`src/rtl/tt_uart_pkg.sv`:
```
// rtl/tt_uart_pkg.sv - shared states and pin map for the UART transmitter tile
package tt_uart_pkg;

  typedef enum logic [2:0] {
    IDLE,
    START,
    DATA,
    PARITY,
    STOP
  } uart_state_t;

  localparam int UIO_REQ  = 0;
  localparam int UIO_TX   = 1;
  localparam int UIO_BUSY = 2;
  localparam int UIO_DONE = 3;
  localparam int UIO_OVR  = 4;

  localparam logic [7:0] UIO_OE_MASK = 8'hFE;

endpackage

```
`src/rtl/uart_tx_core.sv`:
```
// rtl/uart_tx_core.sv - 8N1 frame shifter with registered tx; UART_TX_PARITY_EN adds an even parity bit
// done is a one-cycle strobe on the final cycle of STOP, ahead of the edge that returns to IDLE.
module uart_tx_core
  import tt_uart_pkg::*;
#(
  parameter int CLKS_PER_BIT = 87
) (
  input  logic       clk,
  input  logic       rst_n,
  input  logic       start,
  input  logic [7:0] data,
  output logic       tx,
  output logic       busy,
  output logic       done
);

  localparam int CW = (CLKS_PER_BIT > 1) ? $clog2(CLKS_PER_BIT) : 1;
  localparam logic [CW-1:0] CNT_LAST = CW'(CLKS_PER_BIT - 1);

  uart_state_t   state_q, state_d;
  logic [CW-1:0] cnt_q, cnt_d;
  logic [2:0]    idx_q, idx_d;
  logic [2:0]    idx_next;
  logic [7:0]    data_q, data_d;
  logic          tx_q, tx_d;
  logic          bit_end;

  assign bit_end  = (cnt_q == CNT_LAST);
  assign idx_next = idx_q + 3'd1;

  always_comb begin
    state_d = state_q;
    cnt_d   = bit_end ? '0 : cnt_q + 1'b1;
    idx_d   = idx_q;
    data_d  = data_q;
    tx_d    = tx_q;
    done    = 1'b0;
    case (state_q)
      IDLE: begin
        cnt_d = '0;
        tx_d  = 1'b1;
        if (start) begin
          state_d = START;
          data_d  = data;
          tx_d    = 1'b0;
        end
      end
      START: begin
        if (bit_end) begin
          state_d = DATA;
          idx_d   = 3'd0;
          tx_d    = data_q[0];
        end
      end
      DATA: begin
        if (bit_end) begin
          if (idx_q == 3'd7) begin
`ifdef UART_TX_PARITY_EN
            state_d = PARITY;
            tx_d    = ^data_q;
`else
            state_d = STOP;
            tx_d    = 1'b1;
`endif
          end else begin
            idx_d = idx_next;
            tx_d  = data_q[idx_next];
          end
        end
      end
`ifdef UART_TX_PARITY_EN
      PARITY: begin
        if (bit_end) begin
          state_d = STOP;
          tx_d    = 1'b1;
        end
      end
`endif
      STOP: begin
        tx_d = 1'b1;
        if (bit_end) begin
          state_d = IDLE;
          done    = 1'b1;
        end
      end
      default: begin
        state_d = IDLE;
        cnt_d   = '0;
        tx_d    = 1'b1;
      end
    endcase
  end

  always_ff @(posedge clk) begin
    if (!rst_n) begin
      state_q <= IDLE;
      cnt_q   <= '0;
      idx_q   <= 3'd0;
      data_q  <= 8'h00;
      tx_q    <= 1'b1;
    end else begin
      state_q <= state_d;
      cnt_q   <= cnt_d;
      idx_q   <= idx_d;
      data_q  <= data_d;
      tx_q    <= tx_d;
    end
  end

  assign tx   = tx_q;
  assign busy = (state_q != IDLE);

endmodule

```
`src/rtl/tt_um_tomamints_uart_tx.sv`:
```
// rtl/tt_um_tomamints_uart_tx.sv - Tiny Tapeout UART transmitter tile; UART_TX_PARITY_EN selects parity framing
// Owns strobe synchronisation, overrun flag, last-byte mirror and the uio pin map.
module tt_um_tomamints_uart_tx
  import tt_uart_pkg::*;
#(
  parameter int CLKS_PER_BIT = 87
) (
  input  logic       clk,
  input  logic       rst_n,
  input  logic       ena,
  input  logic [7:0] ui_in,
  output logic [7:0] uo_out,
  input  logic [7:0] uio_in,
  output logic [7:0] uio_out,
  output logic [7:0] uio_oe
);

  logic       s1_q, s2_q, s3_q;
  logic       req;
  logic       core_tx, core_busy, core_done;
  logic       done_q;
  logic       overrun_q;
  logic [7:0] byte_q;
  logic [7:0] uo_out_q;
  logic       unused_ok;

  assign req = s2_q & ~s3_q;

  uart_tx_core #(
    .CLKS_PER_BIT(CLKS_PER_BIT)
  ) u_core (
    .clk  (clk),
    .rst_n(rst_n),
    .start(req),
    .data (ui_in),
    .tx   (core_tx),
    .busy (core_busy),
    .done (core_done)
  );

  // A request that arrives while a frame is in flight is dropped, only flagged.
  always_ff @(posedge clk) begin
    if (!rst_n) begin
      s1_q      <= 1'b0;
      s2_q      <= 1'b0;
      s3_q      <= 1'b0;
      done_q    <= 1'b0;
      overrun_q <= 1'b0;
      byte_q    <= 8'h00;
      uo_out_q  <= 8'h00;
    end else begin
      s1_q      <= uio_in[UIO_REQ];
      s2_q      <= s1_q;
      s3_q      <= s2_q;
      done_q    <= core_done;
      overrun_q <= overrun_q | (req & core_busy);
      if (req && !core_busy) byte_q <= ui_in;
      if (core_done) uo_out_q <= byte_q;
    end
  end

  always_comb begin
    uio_out           = 8'h00;
    uio_out[UIO_TX]   = core_tx;
    uio_out[UIO_BUSY] = core_busy;
    uio_out[UIO_DONE] = done_q;
    uio_out[UIO_OVR]  = overrun_q;
  end

  assign uo_out    = uo_out_q;
  assign uio_oe    = UIO_OE_MASK;
  assign unused_ok = &{1'b0, ena, uio_in[7:1]};

endmodule

```
`config.mk`:
```
export PLATFORM = sky130hd
export DESIGN_NAME = tt_um_tomamints_uart_tx
export DESIGN_NICKNAME = d
export VERILOG_FILES = /design/src/rtl/tt_uart_pkg.sv /design/src/rtl/uart_tx_core.sv /design/src/rtl/tt_um_tomamints_uart_tx.sv
export SDC_FILE = /design/constraint.sdc
export NUM_CORES = 1
export LEC_CHECK = 0
export BUFFER_PORTS_ARGS = -buffer_cell sky130_fd_sc_hd__buf_2
export CORE_AREA = 2 2 58 60
export DETAILED_ROUTE_END_ITERATION = 12
export DIE_AREA = 0 0 60 62
export GPL_ROUTABILITY_DRIVEN = 1
export PLACE_DENSITY = 0.84
export SLEW_MARGIN = 20
export SYNTH_ARGS = -nofsm -noshare
export SYNTH_HDL_FRONTEND = slang
export SYNTH_SLANG_ARGS = --single-unit
```
`constraint.sdc`:
```
create_clock -name clk -period 3.5 [get_ports clk]
set_clock_uncertainty 0.2 [all_clocks]
set_input_delay 0.525 -clock clk [delete_from_list [all_inputs] [get_ports clk]]
set_output_delay 0.525 -clock clk [all_outputs]
set_load 0.005 [all_outputs]
```
---- Yosys cells after proc, flatten, opt, wreduce, memory -nomap -nowiden ----
Index checks and enable logic that the tools add are counted.
word-level totals
  bits in registers ....................... 43
  input bits .............................. 19
  output and inout port bits .............. 24
  logic and storage cells ................. 61
operators by class
  add/subtract/negate cells ............... 2
  order comparisons ....................... 1
  eq/ne operators ......................... 11
  multiplexer cells ....................... 18
  bitwise gates (word level) .............. 6
  reductions and logical operators ........ 11
operator list
  kind                                                         number
  2-to-1 mux 3 bit                                             7
  one-hot mux 3 bit (4 select lines)                           1
  inequality test 2 x 1 -> 1 bit (second input constant)       4
  adder 7 x 1 -> 7 bit (second input constant)                 1
  == test 7 bit (second input constant)                        1
  2-to-1 mux 1 bit                                             7
  == test 3 bit (second input constant)                        2
  one-hot mux 3 bit (2 select lines)                           1
  OR reduction 3 bit                                           2
  AND reduction 5 bit                                          1
  less-than comparator 3 x 4 -> 1 bit (second input constant)  1
  inequality test 2 bit (second input constant)                2
  AND reduction 2 bit                                          2
  AND reduction 4 bit                                          1
  adder 3 x 1 -> 3 bit (second input constant)                 1
  binary-select mux 1 bit (select 3 bit)                       1
  == test 3 x 1 -> 1 bit (second input constant)               1
  == test 3 x 2 -> 1 bit (second input constant)               1
  zero test 3 bit                                              1
  NOT 1 bit                                                    3
  one-hot mux 1 bit (3 select lines)                           1
  nonzero test 3 bit                                           1
  AND 1 bit                                                    2
  nonzero test 2 bit                                           1
  other kinds (3)                                              3

---- Longest topological paths before layout ----
Gate-level depths: netlist of run 1.
  depth after elaboration ................. 6
  depth in mapped cells ................... 7
  depth with buffers taken out ............ 6

---- By module ----
Synthesis of run 1 repeated with hierarchy kept, for this count alone.
second synthesis, totals
  cells, all modules ...................... 230
  area, all modules ....................... 2077.0 um2
by module, submodules not included
  module                   times used  cells an instance  area an instance (um2)  sequential area each (um2)
  uart_tx_core             1           138                1157.4                  440.4
  tt_um_tomamints_uart_tx  1           92                 919.6                   420.4

---- Least setup slack after synthesis of run 1 ----
No wires, ideal clock.
  path kind ............................... register to register
  from .................................... reg u_core.idx_q[0]
  to ...................................... reg u_core.idx_q[1]
  library setup time ...................... 0.118 ns
  data arrival time ....................... 1.664 ns
  required time ........................... 3.182 ns
  path slack .............................. 1.517 ns
  cell stages (with the launch flop) ...... 7
  buffers on the path ..................... 0
  clock period less this slack ............ 1.983 ns
  path through ............................ dfxtp_1 ha_1 ha_1 or3b_1 a2111o_1 a22oi_1 nor2b_1
between the ends
  cells in the longest elaborated chain, start to end .. 4
  elaborated cells on any way between the ends .. 7
  those cells by class .................... add/sub (1); eq/ne (2); mux (3); reduce/logical (1)
RTL lines
  element                             line                 text
  from (decl)                         uart_tx_core.sv:22   logic [2:0] idx_q, idx_d;
  from (signal assigned)              uart_tx_core.sv:104  idx_q <= idx_d;
  adder 3 x 1 -> 3 bit                uart_tx_core.sv:29   assign idx_next = idx_q + 3'd1;
  2-to-1 mux 3 bit                    uart_tx_core.sv:57   if (idx_q == 3'd7) begin
  2-to-1 mux 3 bit                    uart_tx_core.sv:56   if (bit_end) begin
  one-hot mux 3 bit (2 select lines)  uart_tx_core.sv:38   case (state_q)
Parallel ways exist; a longest one is shown, timed or not. The select of a mux whose other input is x is not followed.
A chain may end at the register's enable or synchronous reset.

---- Worst setup path in the final report of run 1 ----
  from .................................... reg u_core.idx_q[0]
  to ...................................... reg u_core.idx_q[2]
Same word-level chain as after synthesis.

==> results of run 1 <==
## registers in the layout (all words and copies together), names as in the netlist, 3 cells and up
name and count:
byte_q 8, uo_out 8, u_core.cnt_q 7, u_core.idx_q 3, u_core.state_q 3
## per-stage QoR
stage               std cells  utilization [%]
CTS                       230             56.5
global route              230             56.5
floorplan                 176                -
detailed placement        222             53.6
global placement          222             53.6
finish                    230             56.5
## worst max-delay path: stages (launching register included)
cell and delay, ns:
dfxtp_1 0.36, ha_1 0.21, ha_1 0.23, or3b_1 0.39, nor4_1 0.42, a22oi_1 0.19
nor2b_1 0.12
## cell type report
type	instances	area, um^2
clock buffer	6	51.3
clock inverter	2	38.8
fill	285	1380
inverter	3	11.3
multi-input combinational	115	818
sequential	35	701
tap	46	57.6
timing repair buffer	23	118
## worst max path at each step
stage                          startpoint         endpoint  cells past startpoint
after floorplan           u_core.idx_q[0]  u_core.idx_q[1]                      6
after global placement    u_core.idx_q[0]  u_core.idx_q[2]                      6
after detailed placement  u_core.idx_q[0]  u_core.idx_q[2]                      6
after CTS                 u_core.idx_q[0]  u_core.idx_q[2]                      6
after global routing      u_core.idx_q[0]  u_core.idx_q[0]                      6
final                     u_core.idx_q[0]  u_core.idx_q[2]                      6
## metal layers
layer | GRT usage [%] | vias up
li1 | - | 574
met1 | 18.2 | 535
met2 | 29.2 | 25
met3 | 4.97 | 5
met4 | 6.67 | 0
met5 | 0 | -
## cells by family (layout without fill, tap and decap cells)
logic type / count (synthesis) / in the layout / synth area share, %
multiplexers: 19 / 19 / 13.1
other: 2 / 12 / 0.457
flip-flops: 35 / 35 / 42.7
XOR/XNOR: 6 / 6 / 3.20
adder cells (fa/ha/maj): 4 / 4 / 3.05
buffers and inverters: 26 / 34 / 10.2
AND/OR/NAND/NOR: 60 / 60 / 21.1
AO/OA/AOI/OAI: 14 / 14 / 6.24
## layout by cell type (no fill, tap or decap), types with 2 or more instances in the layout
cell / synthesis / routed
nand2_1: 3 / 3
mux2i_1: 17 / 17
nor4_1: 5 / 4
xnor2_1: 3 / 3
a211o_1: 2 / 2
buf_2: 2 / 22
nor2b_1: 23 / 23
a31oi_1: 2 / 2
and2_1: 4 / 4
mux4_2: 2 / 2
ha_1: 4 / 4
conb_1: 2 / 12
a21oi_1: 3 / 3
o2111ai_1: 2 / 2
nand3_1: 3 / 3
xor2_1: 3 / 3
nand2b_1: 5 / 5
a22oi_1: 2 / 2
clkbuf_4: 0 / 5
nor3b_1: 2 / 2
inv_1: 3 / 3
dfxtp_1: 35 / 35
nor2_1: 10 / 10
## Yosys cell counts
master and count:
a2111oi_0 1, mux4_2 2, and3_1 1, nand2b_1 5, xor2_1 3, mux2i_1 17
a21oi_1 3, nor4_1 5, nand2_1 3, clkbuf_1 3, nor2b_1 23, dfxtp_1 35
nor3b_1 2, a2111o_1 1, a22oi_1 2, o21ai_0 1, and2_1 4, a31oi_1 2
nor2_1 10, conb_1 2, nand4b_1 1, ha_1 4, nand3_1 3, o2111ai_1 2
xnor2_1 3, buf_2 2, a211o_1 2, buf_4 18, or3_1 1, inv_1 3
or3b_1 1, or2_2 1
## power by group through the flow
stage | Sequential [mW] | Combinational (mW) | Clock [mW]
2_1_floorplan | 0.416 | 0.0359 | 0
3_3_place_gp | 0.418 | 0.0329 | 0
3_5_place_dp | 0.419 | 0.0334 | 0
4_1_cts | 0.410 | 0.0335 | 0.319
5_1_grt | 0.411 | 0.0382 | 0.331
6_report | 0.410 | 0.0333 | 0.311
==> impl_metrics.ini, run 1 <==
[outcome]
outcome = completed

[route]
vias = 1139
wl_met3_um = 108
drt-initial-drc-count = 14
wl_per_cell_um = 11.5
drt_drc_violations_left = 0
routed_wl_mm = 2.64
dr.max_layer_used = met4
met1_length_mm = 1.25
drtPass1Iterations = 4
ant_nets = 0
route.met2.wl_mm = 1.23
viasPerCell = 4.95

[logic_synthesis]
yosysSeqAreaShare_pct = 42.7
yosysTopAreaCell = dfxtp_1
synthCells = 166
yosys_warnings = 0
synth.area.top_cells = dfxtp_1 (43%), mux2i_1 (10%), nor2b_1 (8.8%)
netlist_area_um2 = 1640
netlist-cell-type-count = 32
ys_ff_latch = 35
synth.avg_cell_area_um2 = 9.90
synth_top_area_share_pct = 42.7

[global_routing]
grt_first_pass_wirelength_mm = 4.53
grt_use_total_pct = 16.4
antenna_found_initial = 0
grt_max_degree = 28
grt_overflow_total = 0
grt_pass1_vias = 1062

[power]
p_leak_nw = 0.733
pwr-share-seq_pct = 54.3
p_int_uw = 593
total_power_uw = 754
clockPowerShare_pct = 41.3
power_density_nw_per_um2 = 420
vdd_ir_drop_max_v = 0.000237
switching_share_pct = 21.3
p_comb_share_pct = 4.4
p_switching_uw = 160

[placement]
gp_congestion = 0.699
placedInstanceArea_um2 = 1710
io_buffers = 22
place_hpwl_mm = 1.91
dp_worst_setup_slack_ns = 1.34

[hold_path]
worstHoldStart = uio_in[0]
worstHoldEndpoint = s1_q
hp-class = in2reg
hold_depth = 2

[sta]
whs_ns = 0.189
max_freq_mhz = 461
hold_violations = 0
period_share_pct = 62.0
setup_violations = 0
finalCriticalPeriod_ns = 2.17
worst_slew_pin_slew_ns = 0.563
fin_tns_setup_ns = 0
max_slew_margin_pct = 62.4
maxSlewViolCount = 0
rsz0062_at_grt = no
finalWorstSetupSlack_ns = 1.33

[cts]
cts_num_sinks = 35
cts_buffers = 5
clk_latency_ns = 0.34
cts_tree = done
h-tree-depth = 2
clk_path_buf_depth = 2
ctsHoldBuffers = 0
cts_resized = 0
cts_root_buf = clkbuf_4
postCtsSetupRepairBufs = 0
clkSlewWorstSetupHoldPaths_ns = 0.11

[layout]
nets = 206
drive_gt1_share_pct = 19.0
area_delta_synth_final_pct = 9.29
diodes = 0
stdcell_area_um2 = 1800

[floorplanning]
initial_core_util_pct = 51.7
boundaryPins = 43
fp.dieW_um = 60
design.core.area_um2 = 3180
die_y_um = 62
die_area_um2 = 3720
rows = 21

[critical_path]
ff2ff_path_depth = 6
path_class = reg2reg
cp.arrival_ns = 2.26
cp-end-kind = flip-flop
worstReg2RegStart = u_core.idx_q[0]
reg2reg_to = u_core.idx_q[2]
start_kind = flip-flop
worstPathRequired_ns = 3.59
reg2reg_slack_ns = 1.33
crit_fanout = 4

[run]
cap_violations = 0
Power figures use the tool's default switching activity.
==> run 2, diff against run 1 <==
Settings changed: ABC_AREA set to 1, CORE_AREA 2 2 58 60 to 2 2 61 63, DIE_AREA 0 0 60 62 to 0 0 63 65, PLACE_DENSITY 0.84 to 0.8.
Clock period 3.5 ns to 2.27 ns, I/O delays scaled along.
==> run 2 against run 1 <==
Sequential share of layout area is 1.4 points lower. Cell count is 28% higher. Fmax is 20% higher. Total power is 96% higher. Sequential power is 77% higher. Combinational power grew to 14 times the previous value. Setup slack worse by 0.87 ns. Cell area is 3.7% higher. Largest cell class unchanged.
==> impl_metrics.ini, run 2 <==
[power]
vdd_ir_drop_max_v = 0.000515
power_density_nw_per_um2 = 795
p_leak_nw = 0.896

[logic_synthesis]
synth_top_family_by_area = simple AND/OR/NAND/NOR gates
netlist_area_um2 = 1740
synth_compound_area_share_pct = 10.8
yosysTopAreaCell = dfxtp_1
yosys.area_share.simple_pct = 28.6
yosys_warnings = 0
synth.area.top_cells = dfxtp_1 (40%), buf_4 (7.3%), nand2_1 (6.5%)
async_reset_ff_share_pct = 0
netlist-cell-type-count = 28
synth_fa_ha_area_share_pct = 2.87
synth_mux_area_share_pct = 0
synth_common_cells = dfxtp_1 (35), nand2_1 (30), inv_1 (29), nor2_1 (25), buf_4 (17)
yosys.area_share.xor_xnor_pct = 1.51
yosysSeqAreaShare_pct = 40.2
synthCells = 226
synth.avg_cell_area_um2 = 7.71
ys.flop_type = dfxtp_1
synth_top_area_share_pct = 40.2
synth_edf_count = 0
ys_ff_latch = 35
synth.most_common_cell = dfxtp_1

[layout]
drive_gt1_share_pct = 23.6
utilization_pct = 53.3
nets = 270
area_delta_synth_final_pct = 6.82
stdcell_area_um2 = 1860
final_cell_mix = dfxtp_1 (35), nand2_1 (30), inv_1 (29)
final_common_cell = dfxtp_1
multi_input_area_um2 = 808
diodes = 0
n_fill_cell = 362
register_area_um2 = 701

[global_routing]
grt_max_degree = 15
grt_first_pass_wirelength_mm = 4.86
grt_use_total_pct = 15.0
grt_overflow_total = 0
grt_pass1_vias = 1182
antenna_found_initial = 0

[hold_path]
hp-class = in2reg
hold_depth = 3

[sta]
max_freq_mhz = 553
whs_ns = 0.0556
hold_violations = 0
period_share_pct = 79.6
rsz0062_at_grt = no
setup_violations = 0
finalCriticalPeriod_ns = 1.81
fin_tns_setup_ns = 0
maxSlewViolCount = 0

[cts]
clk_path_buf_depth = 2
cts_buffers = 5
h-tree-depth = 2
clk_latency_ns = 0.33
clkSlewWorstSetupHoldPaths_ns = 0.09
cts_root_buf = clkbuf_4
cts_tree = done
cts_num_sinks = 35

[critical_path]
worstPathRequired_ns = 2.30
cp_slowest_cell = dfxtp_1
cp-end-kind = flip-flop
crit_fanout = 13
start_kind = flip-flop
cpPeakStageDelay_ns = 0.35
crit_top_cell = inv_1
cp.arrival_ns = 1.84
ff2ff_path_depth = 9
crit_chain = inv_1, ha_1, nand2_1, inv_1, nand3_4, nor2_4, inv_1, nor2_1, nor2_1
path_depth = 9
path_class = reg2reg
cp_num_buf_inv = 3
cp_top_family = simple AND/OR/NAND/NOR gates

[floorplanning]
initial_core_util_pct = 49.9
die_y_um = 65
boundaryPins = 43
die_area_um2 = 4100
rows = 22
design.core.area_um2 = 3500
fp.dieW_um = 63

[route]
drt_drc_violations_left = 0
wl_per_cell_um = 9.95
ant_nets = 0
drtPass1Iterations = 4
drt-initial-drc-count = 41
viasPerCell = 4.64
routed_wl_mm = 2.92
vias = 1365

[outcome]
outcome = completed

[placement]
placedInstanceArea_um2 = 1810
gp_congestion = 0.880
io_buffers = 22
place_hpwl_mm = 2.24

[run]
cap_violations = 0
[run 2: logic make-up after synthesis]
family,Yosys count
AO/OA/AOI/OAI,34
flip-flops,35
adder cells (fa/ha/maj),4
buffers and inverters,53
XOR/XNOR,3
other,2
AND/OR/NAND/NOR,95
[run 2: cell type report]
type,instances,area share (%)
clock buffers,6,2.22
inverters,33,6.65
multi-input cells,148,43.4
flip-flops and latches,35,37.6
well taps,48,3.23
repair buffers,24,6.85
[run 2: layer usage]
layer,GRT usage [%],wire (um),up-vias
met4,5.28,38,0
met3,4.69,148,5
met1,18.0,1340,604
li1,-,-,724
met5,0,0,-
met2,25.3,1400,32
[run 2: final timing paths]
| path | startpoint | end | slack [ns] |
|---|---|---|---|
| setup / recovery | u_core.cnt_q[0] | uo_out[1] | 0.46 |
| hold / removal | ui_in[1] | byte_q[1] | 0.06 |
| hold reg to reg | s1_q | s2_q | 0.21 |
| setup reg to reg | u_core.cnt_q[0] | uo_out[1] | 0.46 |
[run 2: worst reg2reg max path, delay by kind of cell, from the launching register on]
family / cells / cell delay [ns]
AND/OR/NAND/NOR: 5 / 0.69
adder cells (fa/ha/maj): 1 / 0.14
buffers and inverters: 3 / 0.33
flip-flops: 1 / 0.35
[run 2: per-stage QoR]
stage	std cells	power, mW	setup WS [ns]
global placement	287	1.19	0.501
global route	294	1.60	0.319
detailed placement	287	1.20	0.449
CTS	294	1.49	0.440
finish	294	1.48	0.463
floorplan	236	1.15	0.789
[run 2: report_power, final]
group	switching, mW	internal, mW
combinational	0.294	0.166
clock	0.186	0.110
sequential	0.0547	0.669
total	0.535	0.945
[run 2: repair_timing]
item | 4_1_cts | 5_1_grt
resized for setup | 0 | 0
hold buffers | 1 | 0
setup buffers | 0 | 0
hold endpoints to repair | 1 | 0
==> run 3, diff against run 2 <==
Settings changed: ABC_AREA 1 to 0, CORE_AREA 2 2 61 63 to 2 2 63 65, DIE_AREA 0 0 63 65 to 0 0 65 67, PLACE_DENSITY 0.8 to 0.75.
Clock period 2.27 ns to 1.45 ns, I/O delays scaled along.
==> run 3 against run 2 <==
The flow now finishes with violations (setup timing). Clock power grew to 3.2 times the previous value. Critical path depth fell by 3. Combinational power shrank 69%. Die area is 6.3% higher. First-iteration DRC count increased by 2.4%. Utilization increased by 11 points. Global-route usage up 2.8 points. Hold slack lost 0.039 ns. Fmax fell by 8.5%. Setup slack worse by 0.99 ns. Highest routed layer unchanged.
==> impl_metrics.ini, run 3 (synthesis results as in run 1) <==
[sta]
finalCriticalPeriod_ns = 1.98
maxSlewViolCount = 0
whs_ns = 0.0166
hold_violations = 0
finalWorstSetupSlack_ns = -0.525
setup_violations = 32
max_freq_mhz = 506
fin_tns_setup_ns = -9.57
rsz0062_at_grt = yes
period_share_pct = 136

[critical_path]
cp-end-kind = flip-flop
worstPathRequired_ns = 1.42
worstReg2RegStart = u_core.idx_q[0]
path_class = reg2reg
crit_fanout = 3
start_kind = flip-flop
cp.arrival_ns = 1.95
reg2reg_slack_ns = -0.53
reg2reg_to = u_core.idx_q[1]
ff2ff_path_depth = 6

[route]
wl_met3_um = 168
wl_per_cell_um = 13.2
routed_wl_mm = 3.62
met1_length_mm = 1.60
drtPass1Iterations = 4
ant_nets = 0
drt_drc_violations_left = 0
route.met2.wl_mm = 1.75
drt-initial-drc-count = 42
viasPerCell = 4.84
vias = 1322
dr.max_layer_used = met4

[global_routing]
grt_use_total_pct = 17.8
grt_overflow_total = 0
grt_max_degree = 20
antenna_found_initial = 0
grt_first_pass_wirelength_mm = 5.80
grt_pass1_vias = 1282

[run]
cap_violations = 0

[floorplanning]
boundaryPins = 43
design.core.area_um2 = 3610
fp.dieW_um = 65
rows = 22
die_y_um = 67
die_area_um2 = 4360
initial_core_util_pct = 45.6

[outcome]
violations = setup timing
outcome = finished, violations left

[hold_path]
hp-class = in2reg
hold_depth = 3
worstHoldEndpoint = byte_q[3]
worstHoldStart = ui_in[3]

[power]
total_power_mw = 2.06
vdd_ir_drop_max_v = 0.000741
p_leak_nw = 0.968
p_int_mw = 1.62
power_density_nw_per_um2 = 884
clockPowerShare_pct = 45.3
p_comb_share_pct = 6.9
p_switching_uw = 437
pwr-share-seq_pct = 47.8
switching_share_pct = 21.2

[placement]
placedInstanceArea_um2 = 1950
dp_cells = 248
io_buffers = 22
place_hpwl_mm = 2.21
gp_congestion = 0.772
dp_worst_setup_slack_ns = -0.592

[layout]
finalNonFillerCells = 273
final_common_cell = dfxtp_1
stdcell_area_um2 = 2330
utilization_pct = 64.6
final_cell_mix = dfxtp_1 (29), buf_4 (28), nor2b_1 (23)
nets = 247
drive_gt1_share_pct = 40.0
area_delta_synth_final_pct = 41.8
diodes = 0

[cts]
cts_root_buf = clkbuf_8
cts_tree = done
cts_buffers = 5
clkSlewWorstSetupHoldPaths_ns = 0.08
cts_num_sinks = 35
clk_latency_ns = 0.29
clk_path_buf_depth = 2
h-tree-depth = 2
[run 3: cell types whose count changed in the layout (fill, tap and decap cells not counted), moves of 7 or more]
cell           before  now
a21oi_1            11    2
buf_4               1   28
buf_6               0    7
dlygate4sd3_1       1    8
inv_1              29    2
mux2i_1             0   17
nand2_1            30    3
nand3_1            15    3
nor2_1             25    8
nor2b_1             0   23
o21ai_0            11    1
o21ai_1             7    0
[run 3: worst max-delay path by stage]
stage                    startpoint         endpoint  slack [ns]  cells after the start
finish              u_core.idx_q[0]  u_core.idx_q[1]       -0.53                      6
global route        u_core.idx_q[1]  u_core.idx_q[1]       -0.59                      6
CTS                 u_core.idx_q[0]  u_core.idx_q[1]       -0.51                      6
detailed placement  u_core.idx_q[1]  u_core.idx_q[1]       -0.59                      6
global placement    u_core.idx_q[1]  u_core.idx_q[1]       -0.55                      6
floorplan           u_core.idx_q[0]  u_core.idx_q[1]       -0.53                      6
[run 3: metal layers]
layer | global-route usage [%] | vias to the layer above
li1 | - | 653
met1 | 21.0 | 618
met2 | 29.6 | 41
met3 | 5.24 | 10
met4 | 8.51 | 0
met5 | 0 | -
[run 3: what timing repair did]
item | in CTS | in global routing
cloned | 0 | 1
endpoints found under the setup margin | 33 | 33
setup buffers | 3 | 5
resized for setup | 12 | 15
hold endpoints to repair | 8 | 0
pin swaps | 7 | 5
hold buffers | 8 | 0
[run 3: power by group through the flow]
stage / logic [mW] / clock network (mW) / registers (mW)
6_report: 0.142 / 0.933 / 0.984
5_1_grt: 0.154 / 0.991 / 0.986
4_1_cts: 0.139 / 0.951 / 0.984
3_5_place_dp: 0.111 / 0 / 1.01
3_3_place_gp: 0.110 / 0 / 1.01
2_1_floorplan: 0.0939 / 0 / 1.00
[run 3: layout make-up]
cell class / count / area [um^2]
inverters: 3 / 11.3
repair buffers: 64 / 474
multi-input cells: 115 / 955
well taps: 48 / 60.1
clock buffers: 6 / 82.6
clock inverters: 2 / 38.8
fillers: 298 / 1280
flip-flops and latches: 35 / 708
[run 3: critical path: stages (launching register included)]
cell	delay, ns
dfxtp_2	0.34
ha_4	0.16
ha_4	0.15
or3b_4	0.36
a2111o_1	0.42
a22oi_1	0.17
nor2b_1	0.07
